<file path="config.mk">
export PLATFORM = sky130hd
export DESIGN_NAME = param_stack_fifo_flat
export DESIGN_NICKNAME = d
export VERILOG_FILES = /design/src/rtl/stack_pkg.sv /design/src/rtl/param_stack_fifo_if.sv /design/src/rtl/stack_mem.sv /design/src/rtl/param_stack_fifo.sv /design/src/flat_wrapper.sv
export SDC_FILE = /design/constraint.sdc
export NUM_CORES = 1
export LEC_CHECK = 0
export CAP_MARGIN = 15
export CORE_MARGIN = 5
export CORE_UTILIZATION = 58
export DETAILED_ROUTE_END_ITERATION = 8
export GPL_TIMING_DRIVEN = 0
export PLACE_DENSITY = 0.87
export SETUP_SLACK_MARGIN = 0.05
export SKIP_CTS_REPAIR_TIMING = 1
export SLEW_MARGIN = 20
export SYNTH_ARGS = -nofsm -noshare
export SYNTH_HDL_FRONTEND = slang
export SYNTH_SLANG_ARGS = --single-unit
</file>
<file path="constraint.sdc">
create_clock -name clk -period 3.7 [get_ports clk]
set_input_delay 0.74 -clock clk [delete_from_list [all_inputs] [get_ports clk]]
set_output_delay 0.74 -clock clk [all_outputs]
set_load 0.02 [all_outputs]
</file>
<file path="src/rtl/stack_pkg.sv">
// stack_pkg: shared types and helpers for param_stack_fifo and the stack class model.
package stack_pkg;

    typedef enum logic {
        STACK_LIFO = 1'b0,
        STACK_FIFO = 1'b1
    } stack_mode_e;

    // Word type shared with the class-based stack model.
    typedef logic [7:0] vec8;

    // Width of an occupancy counter that must represent 0..depth inclusive.
    function automatic int clog2_cnt(input int depth);
        return $clog2(depth + 1);
    endfunction

endpackage

</file>
<file path="src/rtl/param_stack_fifo_if.sv">
// param_stack_fifo_if: request/response bundle between producer/consumer and the buffer.
// With PARAM_STACK_PEEK_EN defined the bundle also carries peek_data/peek_valid.
interface param_stack_fifo_if #(
    parameter int WIDTH = 8,
    parameter int DEPTH = 5
);
    localparam int CW = stack_pkg::clog2_cnt(DEPTH);

    logic             push_en;
    logic [WIDTH-1:0] push_data;
    logic             pop_en;
    logic             clr_err;
    logic             push_ok;
    logic             pop_valid;
    logic [WIDTH-1:0] pop_data;
    logic             full;
    logic             empty;
    logic [CW-1:0]    count;
    logic             overflow;
    logic             underflow;
`ifdef PARAM_STACK_PEEK_EN
    logic [WIDTH-1:0] peek_data;
    logic             peek_valid;
`endif

    // Producer/consumer side.
    modport master (
        output push_en, push_data, pop_en, clr_err,
        input  push_ok, pop_valid, pop_data, full, empty, count, overflow, underflow
`ifdef PARAM_STACK_PEEK_EN
        , input peek_data, peek_valid
`endif
    );

    // Buffer side.
    modport slave (
        input  push_en, push_data, pop_en, clr_err,
        output push_ok, pop_valid, pop_data, full, empty, count, overflow, underflow
`ifdef PARAM_STACK_PEEK_EN
        , output peek_data, peek_valid
`endif
    );

endinterface

</file>
<file path="src/rtl/stack_mem.sv">
// stack_mem: DEPTH x WIDTH register array, one write port, one registered read port.
// Kept separate so a RAM macro can be dropped in later without touching control.
// PARAM_STACK_PEEK_EN adds a combinational look-through of the read address.
module stack_mem #(
    parameter int WIDTH = 8,
    parameter int DEPTH = 5,
    parameter int AW    = 3
) (
    input  logic             clk,
    input  logic             rst,
    input  logic             we,
    input  logic [AW-1:0]    waddr,
    input  logic [WIDTH-1:0] wdata,
    input  logic             re,
    input  logic [AW-1:0]    raddr,
    output logic [WIDTH-1:0] rdata
`ifdef PARAM_STACK_PEEK_EN
    , output logic [WIDTH-1:0] peek_data
`endif
);
    logic [WIDTH-1:0] mem [DEPTH];
    logic [WIDTH-1:0] rdata_q, rdata_d;

    // Storage write; contents deliberately not reset.
    always_ff @(posedge clk) begin
        if (we) mem[waddr] <= wdata;
    end

    // Read data only moves on an accepted read, so it holds between pops.
    always_comb begin
        rdata_d = rdata_q;
        if (re) rdata_d = mem[raddr];
    end

    // Registered read port, cleared on reset.
    always_ff @(posedge clk or posedge rst) begin
        if (rst) rdata_q <= '0;
        else     rdata_q <= rdata_d;
    end

    assign rdata = rdata_q;
`ifdef PARAM_STACK_PEEK_EN
    assign peek_data = mem[raddr];
`endif

endmodule

</file>
<file path="src/rtl/param_stack_fifo.sv">
// param_stack_fifo: parametrised LIFO/FIFO buffer with status flags, occupancy count
// and sticky overflow/underflow. Optional PARAM_STACK_PEEK_EN exposes the next pop word.
module param_stack_fifo
    import stack_pkg::*;
#(
    parameter int WIDTH = 8,
    parameter int DEPTH = 5,
    parameter int MODE  = 0
) (
    input  logic              clk,
    input  logic              rst,
    param_stack_fifo_if.slave bus
);
    localparam int          CW     = clog2_cnt(DEPTH);
    localparam int          AW     = $clog2(DEPTH);
    localparam stack_mode_e MODE_E = (MODE == 1) ? STACK_FIFO : STACK_LIFO;

    logic [CW-1:0] count_q, count_d;
    logic          push_ok_q, push_ok_d;
    logic          pop_valid_q, pop_valid_d;
    logic          overflow_q, overflow_d;
    logic          underflow_q, underflow_d;
    logic          full, empty, push_acc, pop_acc;
    logic [AW-1:0] wr_addr, rd_addr;

    // Acceptance, occupancy update and sticky error flags (a new error beats clr_err).
    always_comb begin
        full        = (count_q == CW'(DEPTH));
        empty       = (count_q == '0);
        pop_acc     = bus.pop_en && !empty;
        push_acc    = bus.push_en && (!full || pop_acc);
        count_d     = count_q;
        if (push_acc && !pop_acc)      count_d = count_q + CW'(1);
        else if (pop_acc && !push_acc) count_d = count_q - CW'(1);
        push_ok_d   = push_acc;
        pop_valid_d = pop_acc;
        overflow_d  = (bus.push_en && !push_acc) || (overflow_q && !bus.clr_err);
        underflow_d = (bus.pop_en && !pop_acc) || (underflow_q && !bus.clr_err);
    end

    // Control state; reset drops any in-flight response pulses.
    always_ff @(posedge clk or posedge rst) begin
        if (rst) begin
            count_q     <= '0;
            push_ok_q   <= 1'b0;
            pop_valid_q <= 1'b0;
            overflow_q  <= 1'b0;
            underflow_q <= 1'b0;
        end else begin
            count_q     <= count_d;
            push_ok_q   <= push_ok_d;
            pop_valid_q <= pop_valid_d;
            overflow_q  <= overflow_d;
            underflow_q <= underflow_d;
        end
    end

    generate
        if (MODE_E == STACK_FIFO) begin : g_fifo
            logic [AW-1:0] wr_ptr_q, wr_ptr_d, rd_ptr_q, rd_ptr_d;

            // Pointers wrap explicitly at DEPTH-1 so non-power-of-2 depths work.
            always_comb begin
                wr_ptr_d = wr_ptr_q;
                rd_ptr_d = rd_ptr_q;
                if (push_acc) wr_ptr_d = (wr_ptr_q == AW'(DEPTH - 1)) ? '0 : wr_ptr_q + AW'(1);
                if (pop_acc)  rd_ptr_d = (rd_ptr_q == AW'(DEPTH - 1)) ? '0 : rd_ptr_q + AW'(1);
            end

            // FIFO pointer registers.
            always_ff @(posedge clk or posedge rst) begin
                if (rst) begin
                    wr_ptr_q <= '0;
                    rd_ptr_q <= '0;
                end else begin
                    wr_ptr_q <= wr_ptr_d;
                    rd_ptr_q <= rd_ptr_d;
                end
            end

            assign wr_addr = wr_ptr_q;
            assign rd_addr = rd_ptr_q;
        end else begin : g_lifo
            // Top of stack is count itself; a push alongside a pop reuses the popped slot.
            always_comb begin
                rd_addr = AW'(count_q - CW'(1));
                wr_addr = pop_acc ? rd_addr : AW'(count_q);
            end
        end
    endgenerate

    stack_mem #(
        .WIDTH (WIDTH),
        .DEPTH (DEPTH),
        .AW    (AW)
    ) u_mem (
        .clk   (clk),
        .rst   (rst),
        .we    (push_acc),
        .waddr (wr_addr),
        .wdata (bus.push_data),
        .re    (pop_acc),
        .raddr (rd_addr),
        .rdata (bus.pop_data)
`ifdef PARAM_STACK_PEEK_EN
        , .peek_data (bus.peek_data)
`endif
    );

    assign bus.push_ok   = push_ok_q;
    assign bus.pop_valid = pop_valid_q;
    assign bus.full      = full;
    assign bus.empty     = empty;
    assign bus.count     = count_q;
    assign bus.overflow  = overflow_q;
    assign bus.underflow = underflow_q;
`ifdef PARAM_STACK_PEEK_EN
    assign bus.peek_valid = !empty;
`endif

endmodule

</file>
<file path="src/flat_wrapper.sv">
// flat-port wrapper written by rule: the top's interface ports become plain ports
module param_stack_fifo_flat import stack_pkg::*;
#(
    parameter int WIDTH = 8,
    parameter int DEPTH = 5,
    parameter int MODE  = 0
)
  (clk, rst, bus_push_en, bus_push_data, bus_pop_en, bus_clr_err, bus_push_ok, bus_pop_valid, bus_pop_data, bus_full, bus_empty, bus_count, bus_overflow, bus_underflow);
  param_stack_fifo_if #(.WIDTH(WIDTH), .DEPTH(DEPTH)) bus_i ();
  input  logic clk;
  input  logic rst;
  input wire logic [$bits(bus_i.push_en)-1:0] bus_push_en;
  input wire logic [$bits(bus_i.push_data)-1:0] bus_push_data;
  input wire logic [$bits(bus_i.pop_en)-1:0] bus_pop_en;
  input wire logic [$bits(bus_i.clr_err)-1:0] bus_clr_err;
  output wire logic [$bits(bus_i.push_ok)-1:0] bus_push_ok;
  output wire logic [$bits(bus_i.pop_valid)-1:0] bus_pop_valid;
  output wire logic [$bits(bus_i.pop_data)-1:0] bus_pop_data;
  output wire logic [$bits(bus_i.full)-1:0] bus_full;
  output wire logic [$bits(bus_i.empty)-1:0] bus_empty;
  output wire logic [$bits(bus_i.count)-1:0] bus_count;
  output wire logic [$bits(bus_i.overflow)-1:0] bus_overflow;
  output wire logic [$bits(bus_i.underflow)-1:0] bus_underflow;
  assign bus_i.push_en = bus_push_en;
  assign bus_i.push_data = bus_push_data;
  assign bus_i.pop_en = bus_pop_en;
  assign bus_i.clr_err = bus_clr_err;
  assign bus_push_ok = bus_i.push_ok;
  assign bus_pop_valid = bus_i.pop_valid;
  assign bus_pop_data = bus_i.pop_data;
  assign bus_full = bus_i.full;
  assign bus_empty = bus_i.empty;
  assign bus_count = bus_i.count;
  assign bus_overflow = bus_i.overflow;
  assign bus_underflow = bus_i.underflow;
  param_stack_fifo #(.WIDTH(WIDTH), .DEPTH(DEPTH), .MODE(MODE)) u_core (.clk(clk), .rst(rst), .bus(bus_i));
endmodule
</file>
==> summary.md, run 1 <==
| Metric | Value |
|---|---|
| CP top delay family | buffers and inverters |
| CTS clock-pin slew for the worst setup and hold paths | 0.09 ns |
| Synth Warn # | 0 |
| HPWL after detailed placement | 2990 um |
| Final Hold Vio Count | 0 |
| Die footprint | 5340 um^2 |
| DR pass1 iterations | 4 |
| Combinational share of power | 46.7% |
| Via-to-Cell Ratio | 5.72 |
| Final RePlAce weighted congestion | 0.915 |
| Worst Reg-to-Reg Cells | 9 |
| Critical path fanouts, max | 10 |
| Post-Synthesis Mean Instance Area | 15.0 um^2 |
| Clk_lat worst skew | 0.29 ns |
| Final nets | 207 |
| CP Depth | 5 |
| Core area | 3940 um^2 |
| Via count | 1,373 |
| Critical path's slowest cell | clkdlybuf4s50_1 |
| EDFF count, synth | 40 |
| Critical path startpoint category | flop |
| Outcome | finished, final reports clean |
| Sink Count | 55 |
| CP Capture Type | primary output |
| Ant. Diodes | 0 |
| # port buffers | 28 |
| Yosys top cell area share | 52.0% |
| Global-route wire length before repair | 6770 um |
| RSZ-0062 raised after global routing | false |
| Final setup skew | 0.00696 ns |
| Power share of the sequential group | 39.5% |
| Min Tclk post-route | 2.90 ns |
| Worst path arrival time | 2.16 ns |
| Switching part of the total | 36.9% |
| Post-synth top area cell | edfxtp_1 |
| Root Buffer | clkbuf_8 |
| CP max stage delay | 0.64 ns |
| Total negative slack | 0 ns |
| Die H | 73.1 um |
| Slew Limit Fails | 0 |
| Mapped Area | 2310 um^2 |
| Distinct cells, synth | 31 |
| CTS buffer count | 5 |
| Worst-margin pin slew | 0.896 ns |
| Slew HR | 40.1% |
| Fmax | 0.345 GHz |
| Cell breakdown of the critical path | buf_6, inv_1, ha_1, nor2b_2, clkdlybuf4s50_1 |
| GRT Overall Usage | 17.5% |
| Starting density of the core | 58.6% |
| Period utilization | 78.4% |
| Worst hold stages | 2 |
| Vias in the first global route | 1,385 |
| Sequential element share of the synthesized area | 68.3% |
| Total nets after synthesis | 172 |
| Final hold slack | 0.527 ns |
| Syn Inst Count | 154 |
| Synthesized flop and latch total | 55 |
| Wire per inst | 17.8 um |
| Ranking of synthesized cells by area | edfxtp_1 (52%), dfrtp_1 (16%), mux4_2 (4.9%), mux4_1 (3.4%), nand2_1 (3.1%) |
| FFs w/ async S/R, synth | 27.3% |
| Critical path buffers and inverters | 3 |
| Ports | 30 |
| Pwr per Cell Area | 820 nW/um^2 |
| Die width | 73.1 um |
| Htree depth | 2 |
| Switching pwr | 0.828 mW |
| Post-synth top flop | edfxtp_1 |
| Initial antenna violation count | 0 |
| Max-cap violation count | 0 |
| Pint | 1.41 mW |
| DRC Markers | 0 |
| Worst setup path class | flop to primary output |
| Share of cells above drive strength 1 | 11.1% |
| Layout-stage area growth over the synthesis result | 18.5% |
| Antenna viol nets, final | 0 |
| Final setup vio count | 0 |
| Placed cell area | 2650 um^2 |
| TritonCTS clock tree | done |
| Worst vdd ir | 0.436 mV |
| Pleak | 1.01 nW |
| Grt total ovfl | 0 |
| Required @ worst endpoint | 2.96 ns |
| Hold Path Class | flop to flop |
| Clk pwr share | 13.8% |
| Post-route cell area | 2740 um^2 |
| Largest net degree at the start of global routing | 17 |
| Initial drt markers | 88 |
| FP Rows | 23 |
| Post-Route WL | 4260 um |
| Clk buf depth | 2 |
==> area by class of cell <==
class | count | area [um^2]
fillers | 250 | 1210
inverters | 10 | 37.5
well taps | 50 | 62.6
clock inverters | 2 | 12.5
plain buffers | 6 | 43.8
multi-input cells | 83 | 651
repair buffers | 28 | 280
clock buffers | 6 | 72.6
flip-flops and latches | 55 | 1580
==> cell families after synthesis <==
group	synth area share [%]
AO/OA/AOI/OAI	4.77
XOR/XNOR	2.22
adder cells (fa/ha/maj)	2.71
buffers and inverters	3.52
flip-flops	68.3
multiplexers	9.16
AND/OR/NAND/NOR	9.32
==> layout by cell type, fill, tap and decap left out, types with 3 or more instances in the layout <==
master	instances
inv_1	9
a31oi_1	9
clkbuf_8	5
edfxtp_1	40
dfrtp_1	15
ha_1	5
o21ai_0	6
mux4_1	3
clkdlybuf4s50_1	28
mux4_2	5
buf_4	3
xnor2_1	3
nor2_1	14
nand2_1	19
==> Yosys cell counts (2+ instances only) <==
cell and number:
nor2_1 14, xnor2_1 3, dfrtp_1 15, mux4_1 3, edfxtp_1 40, nand2_1 19
nor3b_1 2, inv_1 9, a31oi_1 9, nor2b_1 2, o21ai_0 6, buf_4 3
ha_1 5, mux4_2 5, mux2i_1 2, buf_2 2
==> per-layer routing <==
layer  part of all wire (%)  routed length, um  track usage, %  vias to the layer above
met1                     38               1630            20.7                      685
met5                      0                  0               0                        -
met2                     55               2350            31.4                       53
met3                    5.7                245            4.82                        4
li1                       -                  -               -                      631
met4                   0.75                 32            4.30                        0
==> worst paths after layout <==
kind                                        startpoint                endpoint  slack [ns]
min in group asynchronous                          rst   u_core.u_mem.rdata[7]        0.81
worst min register to register  u_core.u_mem.mem[4][5]   u_core.u_mem.rdata[5]        0.53
max in group asynchronous                          rst   u_core.u_mem.rdata[3]        2.50
worst max-delay path               u_core.bus.count[0]               bus_empty        0.80
worst min-delay path            u_core.u_mem.mem[4][5]   u_core.u_mem.rdata[5]        0.53
worst max register to register     u_core.bus.count[0]  u_core.u_mem.mem[1][1]        0.81
==> state kept, by name, summed over array words and instances, names as in the netlist <==
register,cells
u_core.bus.underflow,1
u_core.u_mem.rdata,8
u_core.bus.count,3
u_core.bus.push_ok,1
u_core.bus.overflow,1
u_core.u_mem.mem,40
u_core.bus.pop_valid,1
==> per-stage QoR <==
| stage | setup slack (ns) | std cells | util (%) | power [mW] |
|---|---|---|---|---|
| after floorplan | 1.21 | 154 | - | 1.59 |
| after global placement | 0.916 | 232 | 67.2 | 1.90 |
| after detailed placement | 0.779 | 232 | 67.2 | 1.95 |
| after CTS | 0.751 | 240 | 69.4 | 2.25 |
| after global routing | 0.586 | 240 | 69.4 | 2.37 |
| final | 0.800 | 240 | 69.4 | 2.24 |
==> power by group through the flow <==
stage | registers, mW | logic [mW] | clock network [mW]
2_1_floorplan | 0.969 | 0.620 | 0
3_3_place_gp | 0.889 | 1.01 | 0
3_5_place_dp | 0.900 | 1.05 | 0
4_1_cts | 0.887 | 1.05 | 0.317
5_1_grt | 0.900 | 1.14 | 0.339
6_report | 0.885 | 1.05 | 0.309
==> worst min-delay path: stages, from the launching register on <==
cell,delay [ns]
edfxtp_1,0.36
nand2_1,0.06
a31oi_1,0.07
Note: power is estimated with default switching activity, not from simulation.
==> inputs of run 2 (changes only) <==
Settings changed: CORE_UTILIZATION 58 to 54, PLACE_DENSITY 0.87 to 0.82.
Clock period 3.7 ns to 3 ns, I/O delays scaled along.
==> summary.md, run 2 (synthesis results as in run 1) <==
| Metric | Value |
|---|---|
| Outcome | finished, final reports clean (unchanged) |
| Area of the multi-input gates | 664 um^2 (was 651 um^2) |
| Worst hold stages | 2 (unchanged) |
| DRC Markers | 0 (unchanged) |
| Global-route wire length before repair | 7030 um (was 6770 um) |
| Worst-margin pin slew | 0.813 ns (was 0.896 ns) |
| Ant. Diodes | 0 (unchanged) |
| Slew Limit Fails | 0 (unchanged) |
| Min Tclk post-route | 2.78 ns |
| Fin cells | 241 (was 240) |
| Ports | 30 (unchanged) |
| GRT Overall Usage | 17.3% (was 17.5%) |
| FILL cells | 272 (was 250) |
| CTS buffer count | 5 (unchanged) |
| Final core occ | 68.5% (was 69.4%) |
| Die H | 75.4 um (was 73.1 um) |
| CP Capture Type | flop (was primary output) |
| Total negative slack | 0 ns (unchanged) |
| Commonest non-fill, non-tap cell in the layout | edfxtp_1 (unchanged) |
| Worst path arrival time | 2.73 ns (was 2.16 ns) |
| Period utilization | 92.6% |
| Sink Count | 55 (unchanged) |
| Final RePlAce weighted congestion | 0.933 (was 0.915) |
| Worst Reg-to-Reg Cells | 9 (unchanged) |
| Worst setup path class | flop to flop (was flop to primary output) |
| Power share of the sequential group | 37.1% (was 39.5%) |
| Die width | 75.4 um (was 73.1 um) |
| RSZ-0062 raised after global routing | false (unchanged) |
| Switching part of the total | 36.9% (about the same) |
| HP Start | u_core.u_mem.mem[4][1] (was u_core.u_mem.mem[4][5]) |
| Overall power | 2.93 mW (was 2.24 mW) |
| Hold Path Class | flop to flop (unchanged) |
| Max-cap violation count | 0 (unchanged) |
| Antenna viol nets, final | 0 (unchanged) |
| Required @ worst endpoint | 2.95 ns (was 2.96 ns) |
| Dpl cells | 232 (unchanged) |
| DR pass1 iterations | 4 (unchanged) |
| Clk buf depth | 2 (unchanged) |
| Critical path startpoint category | flop (unchanged) |
| Wire per inst | 18.6 um (was 17.8 um) |
| Worst vdd ir | 0.563 mV (was 0.436 mV) |
| Die footprint | 5680 um^2 (was 5340 um^2) |
| FF+latch area | 1580 um^2 (unchanged) |
| Layout-stage area growth over the synthesis result | 21.3% (was 18.5%) |
| Pint | 1.85 mW (was 1.41 mW) |
| Fmax | 0.360 GHz |
| Most frequent cells in the layout | edfxtp_1 (40), clkdlybuf4s50_1 (28), nand2_1 (19) (unchanged) |
| TritonCTS clock tree | done (unchanged) |
| Largest net degree at the start of global routing | 19 (was 17) |
| Starting density of the core | 56.5% (was 58.6%) |
| Critical path fanouts, max | 10 (unchanged) |
| Post-Route WL | 4480 um (was 4260 um) |
| Hold Path End | u_core.u_mem.rdata[1] (was u_core.u_mem.rdata[5]) |
| Reg-to-Reg End | u_core.u_mem.mem[3][5] (was u_core.u_mem.mem[1][1]) |
| Htree depth | 2 (unchanged) |
| Final nets | 208 (was 207) |
| Initial antenna violation count | 0 (unchanged) |
| Share of cells above drive strength 1 | 14.1% (was 11.1%) |
| Core area | 4090 um^2 (was 3940 um^2) |
| Via count | 1,356 (was 1,373) |
| Grt total ovfl | 0 (unchanged) |
| FP Rows | 23 (unchanged) |
| CTS clock-pin slew for the worst setup and hold paths | 0.11 ns (was 0.09 ns) |
| Final setup skew | 0.0116 ns (was 0.00696 ns) |
| Biggest register | u_core.u_mem.mem (unchanged) |
| Combinational share of power | 45.8% (was 46.7%) |
| Via-to-Cell Ratio | 5.63 (was 5.72) |
| Pwr per Cell Area | 1050 nW/um^2 (was 820 nW/um^2) |
| Switching pwr | 1.08 mW (was 0.828 mW) |
| Final setup vio count | 0 (unchanged) |
| Flop2flop setup slack | 0.22 ns (was 0.81 ns) |
| HPWL after detailed placement | 3040 um (was 2990 um) |
| Slew HR | 45.4% (was 40.1%) |
| Reg2reg start | u_core.bus.count[0] (unchanged) |
| # port buffers | 28 (unchanged) |
| Clk pwr share | 17.1% (was 13.8%) |
| Vias in the first global route | 1,436 (was 1,385) |
| Final Hold Vio Count | 0 (unchanged) |
| Root Buffer | clkbuf_8 (unchanged) |
| Number of flip-flops in the largest register | 40 (unchanged) |
| Pleak | 1.03 nW (was 1.01 nW) |
| Clk_lat worst skew | 0.31 ns (was 0.29 ns) |
| Initial drt markers | 149 (was 88) |
[run 2: worst max path at each step]
| stage | slack [ns] | cells after the start | startpoint | endpoint |
|---|---|---|---|---|
| final | 0.22 | 9 | u_core.bus.count[0] | u_core.u_mem.mem[3][5] |
| after global routing | 0.06 | 9 | u_core.bus.count[0] | u_core.u_mem.mem[3][1] |
| after CTS | 0.10 | 9 | u_core.bus.count[0] | u_core.u_mem.mem[1][1] |
| after detailed placement | 0.10 | 7 | u_core.bus.count[0] | u_core.u_mem.mem[0][6] |
| after global placement | 0.18 | 9 | u_core.bus.count[0] | u_core.u_mem.mem[1][3] |
| after floorplan | 0.51 | 9 | u_core.bus.count[0] | u_core.u_mem.mem[1][0] |
[run 2: metrics by stage]
step / cell area, um^2 / setup WS, ns / hold WS, ns
after global routing: 2800 / 0.0630 / 0.555
after detailed placement: 2650 / 0.103 / 0.520
after CTS: 2770 / 0.100 / 0.522
after global placement: 2650 / 0.184 / 0.505
final: 2800 / 0.222 / 0.517
after floorplan: 2310 / 0.512 / 0.501
[run 2: area by class of cell]
type                       count  share of cell area [%]
sequential                    55                    56.3
multi-input combinational     83                    23.7
timing repair buffer          29                    10.7
clock buffer                   5                    2.46
tap                           50                    2.23
clock inverter                 3                    1.65
buffer                         6                    1.56
inverter                      10                    1.34
[run 2: power by group through the flow]
stage | clock network (mW) | logic [mW] | registers, mW
detailed placement | 0 | 1.32 | 1.11
finish | 0.500 | 1.34 | 1.09
global placement | 0 | 1.27 | 1.10
global route | 0.539 | 1.45 | 1.11
floorplan | 0 | 0.765 | 1.20
CTS | 0.506 | 1.32 | 1.09
[run 2: metal layers]
metal  share of wire, %  vias up  GRT usage, %  wire, um
met5                  0        -             0         0
met4               0.71        0          6.02        32
met3                7.0        4          5.15       312
met2                 53       55          28.7      2400
met1                 39      665          21.7      1740
li1                   -      632             -         -
[run 2: critical path: stages (launching register included)]
cell     delay [ns]
dfrtp_1        0.55
buf_6          0.23
inv_1          0.09
ha_1           0.22
nor2b_2        0.18
nor2b_1        0.10
buf_4          0.18
inv_2          0.05
o21ai_0        0.27
and3_1         0.54
